`config.mk`:
```
export PLATFORM = sky130hd
export DESIGN_NAME = sprite_rom_arbiter
export DESIGN_NICKNAME = d
export VERILOG_FILES = /design/src/rtl/sprite_rom_pkg.sv /design/src/rtl/arb_rr_pick.sv /design/src/rtl/sprite_rom_arbiter.sv
export SDC_FILE = /design/constraint.sdc
export NUM_CORES = 1
export LEC_CHECK = 0
export ABC_AREA = 1
export BUFFER_PORTS_ARGS = -buffer_cell sky130_fd_sc_hd__buf_2
export CORE_UTILIZATION = 50
export CTS_CLUSTER_SIZE = 12
export DETAILED_ROUTE_END_ITERATION = 8
export PLACE_DENSITY = 0.88
export SYNTH_ARGS = -nofsm -noshare
export SYNTH_HDL_FRONTEND = slang
export SYNTH_SLANG_ARGS = --single-unit
export TNS_END_PERCENT = 10
```
`constraint.sdc`:
```
create_clock -name clk -period 3.5 [get_ports clk]
set_input_delay 0.35 -clock clk [delete_from_list [all_inputs] [get_ports clk]]
set_output_delay 0.35 -clock clk [all_outputs]
set_load 0.05 [all_outputs]
```
`src/rtl/sprite_rom_pkg.sv`:
```
// sprite_rom_pkg: shared defaults and word types for the sprite ROM arbiter.
package sprite_rom_pkg;
  localparam int SPR_AW = 12;
  localparam int SPR_DW = 12;
  localparam int SPR_ROM_LAT = 2;
  typedef logic [SPR_AW-1:0] spr_addr_t;
  typedef logic [SPR_DW-1:0] spr_data_t;
endpackage

```
`src/rtl/arb_rr_pick.sv`:
```
// arb_rr_pick: combinational round-robin pick; first set req at or after ptr, wrapping.
module arb_rr_pick #(
  parameter int N = 4,
  localparam int IW = $clog2(N)
) (
  input  logic [N-1:0]  req,
  input  logic [IW-1:0] ptr,
  output logic [N-1:0]  win,
  output logic [IW-1:0] idx,
  output logic          any
);
  logic [N-1:0] rot;
  logic [IW:0]  sum;
  always_comb begin
    rot = N'({req, req} >> ptr);
    sum = '0;
    for (int i = N - 1; i >= 0; i--) if (rot[i]) sum = (IW+1)'(i);
    sum = sum + (IW+1)'(ptr);
    idx = sum >= (IW+1)'(N) ? IW'(sum - (IW+1)'(N)) : sum[IW-1:0];
    any = |req;
    win = any ? N'(1) << idx : '0;
  end
endmodule

```
`src/rtl/sprite_rom_arbiter.sv`:
```
// sprite_rom_arbiter: round-robin sharing of one sync sprite ROM with burst lock and tagged fixed-latency return.
// Define SPRITE_ARB_FIXED_PRIO_EN to give requester 0 strict priority over everyone, locked owner included.
module sprite_rom_arbiter
  import sprite_rom_pkg::*;
#(
  parameter int N_REQ     = 4,
  parameter int AW        = SPR_AW,
  parameter int DW        = SPR_DW,
  parameter int ROM_LAT   = SPR_ROM_LAT,
  parameter int MAX_BURST = 8
) (
  input  logic                clk,
  input  logic                rst_n,
  input  logic [N_REQ-1:0]    req,
  input  logic [N_REQ-1:0]    lock,
  input  logic [N_REQ*AW-1:0] addr,
  output logic [N_REQ-1:0]    gnt,
  output logic [N_REQ-1:0]    rvalid,
  output logic [DW-1:0]       rdata,
  output logic                rom_en,
  output logic [AW-1:0]       rom_addr,
  input  logic [DW-1:0]       rom_data
);
  localparam int IW = $clog2(N_REQ);
  localparam int BW = $clog2(MAX_BURST + 1);
`ifdef SPRITE_ARB_FIXED_PRIO_EN
  localparam logic FIXED = 1'b1;
`else
  localparam logic FIXED = 1'b0;
`endif

  logic [IW-1:0]    ptr_q, ptr_d, owner_q, owner_d, pick_idx, gnt_idx;
  logic [BW-1:0]    burst_q, burst_d, beat;
  logic             locked_q, locked_d, hold, p0, pick_any, gnt_any, lk;
  logic [N_REQ-1:0] pick_win, rr_req;
  logic             rom_en_q, rom_en_d;
  logic [AW-1:0]    rom_addr_q, rom_addr_d;
  logic [DW-1:0]    rdata_q, rdata_d;
  logic [N_REQ-1:0] tag_q [ROM_LAT+1];
  logic [N_REQ-1:0] tag_d [ROM_LAT+1];

  arb_rr_pick #(.N(N_REQ)) u_pick (
    .req(rr_req),
    .ptr(ptr_q),
    .win(pick_win),
    .idx(pick_idx),
    .any(pick_any)
  );

  always_comb begin
    p0 = FIXED & req[0];
    rr_req = req & ~N_REQ'(FIXED);
    hold = locked_q & req[owner_q];
    gnt_any = rst_n & (p0 | hold | pick_any);
    gnt_idx = p0 ? '0 : hold ? owner_q : pick_idx;
    gnt = !rst_n ? '0 : p0 ? N_REQ'(1) : hold ? N_REQ'(1) << owner_q : pick_win;
    // the pointer only moves on a fresh round-robin win, so a lock expiring leaves the owner last in line
    ptr_d = (gnt_any & ~p0 & ~hold) ? (pick_idx == IW'(N_REQ - 1) ? '0 : pick_idx + 1'b1) : ptr_q;
    owner_d = gnt_any ? gnt_idx : owner_q;
    lk = gnt_any & ~p0 & lock[gnt_idx];
    beat = (hold ? burst_q : '0) + 1'b1;
    burst_d = lk ? beat : '0;
    locked_d = lk & (beat < BW'(MAX_BURST));
    rom_en_d = gnt_any;
    rom_addr_d = gnt_any ? addr[gnt_idx*AW +: AW] : rom_addr_q;
    tag_d[0] = gnt;
    for (int i = 1; i <= ROM_LAT; i++) tag_d[i] = tag_q[i-1];
    rdata_d = |tag_q[ROM_LAT-1] ? rom_data : rdata_q;
  end

  always_ff @(posedge clk or negedge rst_n) begin
    if (!rst_n) begin
      ptr_q <= '0;
      owner_q <= '0;
      burst_q <= '0;
      locked_q <= 1'b0;
      rom_en_q <= 1'b0;
      rom_addr_q <= '0;
      rdata_q <= '0;
      tag_q <= '{default: '0};
    end else begin
      ptr_q <= ptr_d;
      owner_q <= owner_d;
      burst_q <= burst_d;
      locked_q <= locked_d;
      rom_en_q <= rom_en_d;
      rom_addr_q <= rom_addr_d;
      rdata_q <= rdata_d;
      tag_q <= tag_d;
    end
  end

  assign rvalid = tag_q[ROM_LAT];
  assign rdata = rdata_q;
  assign rom_en = rom_en_q;
  assign rom_addr = rom_addr_q;
endmodule

```
==> results.md <==
* Clk_lat worst skew at 290 ps
* Setup TNS at 0 ps
* Mapped Cells at 345
* Synthesized flop and latch total at 46
* CTS buffer count at 5
* Clock sink count at 46
* Async set or reset register ratio after synthesis at 1.00
* Crit path top cell by count: nand2_1
* Initial antenna violation count at 0
* Reg2Reg Setup Slack at 910 ps
* Drt pass-1 iters at 4
* Reg2reg end: ptr_q[0]
* Area added between synthesis and finish at 21.0%
* Slew @ Worst Pin at 550 ps
* IO Count at 103
* Number of synthesized flops with an enable pin at 0
* Met1 usage at 0.262
* Largest cells by area after synthesis: dfrtp_1 (41%), nand2_1 (14%), nand3_1 (9.6%)
* MaxCap Viol Count at 0
* Worst min path class: in2async
* Top FF cell, synth: dfrtp_1
* Worst Setup End Kind: output pin
* Met2 global-route usage at 0.370
* Fin crit period at 3190 ps
* Met3 usage at 0.0431
* Worst path slowest cell: dfrtp_1
* Total track usage at 0.213
* Commonest cells in the netlist: nand2_1 (100), nand3_1 (53), dfrtp_1 (46)
* Chip width at 76.5 microns
* Final Hold Fails at 0
* Die ar. at 5850 sq um
* Synth cell types at 29
* CTS Buffer Depth at 2
* Initial Util at 0.530
* H-tree Lvls at 2
* Post-Route WL at 5.95 mm
* Tcrit/Tclk final at 0.913
* Slew Viols, Final at 0
* Number of diodes at 0
* Initial DRC Count at 108
* Status: finished, final reports clean
* Vias/cell at 4.95
* Number of fill cells at 446
* Largest net degree at the start of global routing at 47
* First-pass GRT wire length at 10.0 mm
* DR vias at 2,530
* Hold_buf cts at 0
* DR WL/cell at 11.6 microns
* Post-layout nets at 514
* CTS tree: built
* Worst path cell trace: inv_2, nand2_1, nand3_1, nand2_1, nand3_1, a21boi_0, ha_1, xnor2_1, inv_1, nand2_2, nand2_1, ha_1, or2_0, nand2_1, nor2_1, clkbuf_4
* Syn Nets at 419
* Vias in the first global route at 2,297
* FMAX at 313 MHz
* Clock slew at reported path FFs at 80 ps
* Total core area at 5240 sq um
* Detailed Place HPWL at 4.60 mm
* Hold_ws at 152 ps
* Worst r2r src: ptr_q[0]
* RSZ-0062 raised after global routing: false
* GRT Residual Overflow at 0
* CTS Root Cell: clkbuf_8
* Post-CTS Setup Bufs at 0
* Req. time, crit path at 3150 ps
* Worst Skew at 8.54 ps
* CP Max Fanout at 7
* Count leader, synth: nand2_1
* Register area share after synthesis at 0.415
* Setup violations, final at 0
* Worst path arrival time at 2840 ps
* Worst r2r path cells at 14
* DRT antenna net count at 0
* Crit path buf inv count at 3
* Top Family by Delay on Critical Path: simple AND/OR/NAND/NOR gates
* Die Ht at 76.5 microns
* Global route hottest layer: met2
* Yosys top cell area share at 0.415
* Critical Path Max Stage Delay at 480 ps
* Worst setup SP type: flop
* Row count at 26
* Average size of a mapped cell at 8.05 sq um
* Residual DRC at 0
* Synth warnings at 0
* Max-slew headroom at 0.634
* Synthesized area at 2780 sq um
* Gpl congestion at 0.885
* Share of cells above drive strength 1 at 0.367
* Area leader, netlist: dfrtp_1
* WS Path Type: reg2out
* Port buffer count at 102
==> stage by stage <==
step | util | instance area [sq um] | setup slack (ps) | instances
after floorplan | - | 2780 | 908 | 345
after global placement | 0.624 | 3270 | 747 | 503
after detailed placement | 0.624 | 3270 | 616 | 503
after CTS | 0.641 | 3360 | 285 | 511
after global routing | 0.642 | 3360 | 17.2 | 511
final | 0.642 | 3360 | 306 | 511
==> placed cells by master (no fill, tap or decap) <==
| cell type | instances |
|---|---|
| buf_2 | 101 |
| nand2_1 | 100 |
| nand3_1 | 53 |
| dfrtp_1 | 46 |
| inv_1 | 34 |
| nand2_2 | 26 |
| nor2_1 | 14 |
| mux2_2 | 12 |
| nand3b_1 | 12 |
| clkbuf_8 | 6 |
| o21ai_0 | 4 |
| ha_1 | 4 |
| inv_2 | 3 |
| nand2_8 | 3 |
| a21oi_1 | 3 |
| xor2_1 | 2 |
| clkinv_2 | 2 |
| nand3_2 | 2 |
| nand3_4 | 2 |
| buf_4 | 2 |
| a21boi_0 | 1 |
| nand2_4 | 1 |
| clkinv_1 | 1 |
| inv_4 | 1 |
| xnor2_1 | 1 |
| nor3b_1 | 1 |
| or2_0 | 1 |
| o32ai_1 | 1 |
| clkbuf_1 | 1 |
| clkbuf_4 | 1 |
==> area by class of cell <==
class                           count  area (sq um)  area share
Multi-Input combinational cell    243          1350       0.401
Sequential cell                    46          1150       0.343
Timing Repair Buffer              104           528       0.157
Inverter                           40           154      0.0458
Tap cell                           70          87.6      0.0261
Clock buffer                        7          86.3      0.0257
Clock inverter                      1          5.00     0.00149
==> metal layers <==
| layer | share of wire | up-vias |
|---|---|---|
| met1 | 0.41 | 1120 |
| li1 | - | 1274 |
| met4 | 0.020 | 0 |
| met5 | 0 | - |
| met3 | 0.070 | 15 |
| met2 | 0.50 | 121 |
==> kinds of logic (layout without fill, tap and decap cells) <==
kind of cell | after synthesis | count (layout) | share of synthesized area
AND/OR/NAND/NOR | 215 | 215 | 0.391
buffers and inverters | 56 | 152 | 0.0996
flip-flops | 46 | 46 | 0.415
multiplexers | 12 | 12 | 0.0487
AO/OA/AOI/OAI | 9 | 9 | 0.0185
adder cells (fa/ha/maj) | 4 | 4 | 0.0180
XOR/XNOR | 3 | 3 | 0.00947
==> worst max-delay path by stage <==
stage              from     end  depth (start not counted)
3_5_place_dp   ptr_q[0]  gnt[3]                         15
2_1_floorplan  ptr_q[0]  gnt[3]                         16
4_1_cts        ptr_q[0]  gnt[3]                         15
5_1_grt        ptr_q[0]  gnt[3]                         15
3_3_place_gp   ptr_q[0]  gnt[3]                         15
6_report       ptr_q[0]  gnt[3]                         16
==> what timing repair did <==
action,4_1_cts,5_1_grt
endpoints found under the setup margin,0,1
resized for setup,0,1
hold endpoints to repair,0,0
==> registers in the layout, indices dropped and copies added (netlist names) <==
register and flops:
rdata 12, rom_addr 12, tag_d 8, burst_q 4, rvalid 4, owner_q 2
ptr_q 2, locked_q 1, rom_en 1
Power is left out: the tool's default activity adds up to more than one toggle a clock period on the data nets, which glitch-free logic cannot reach.
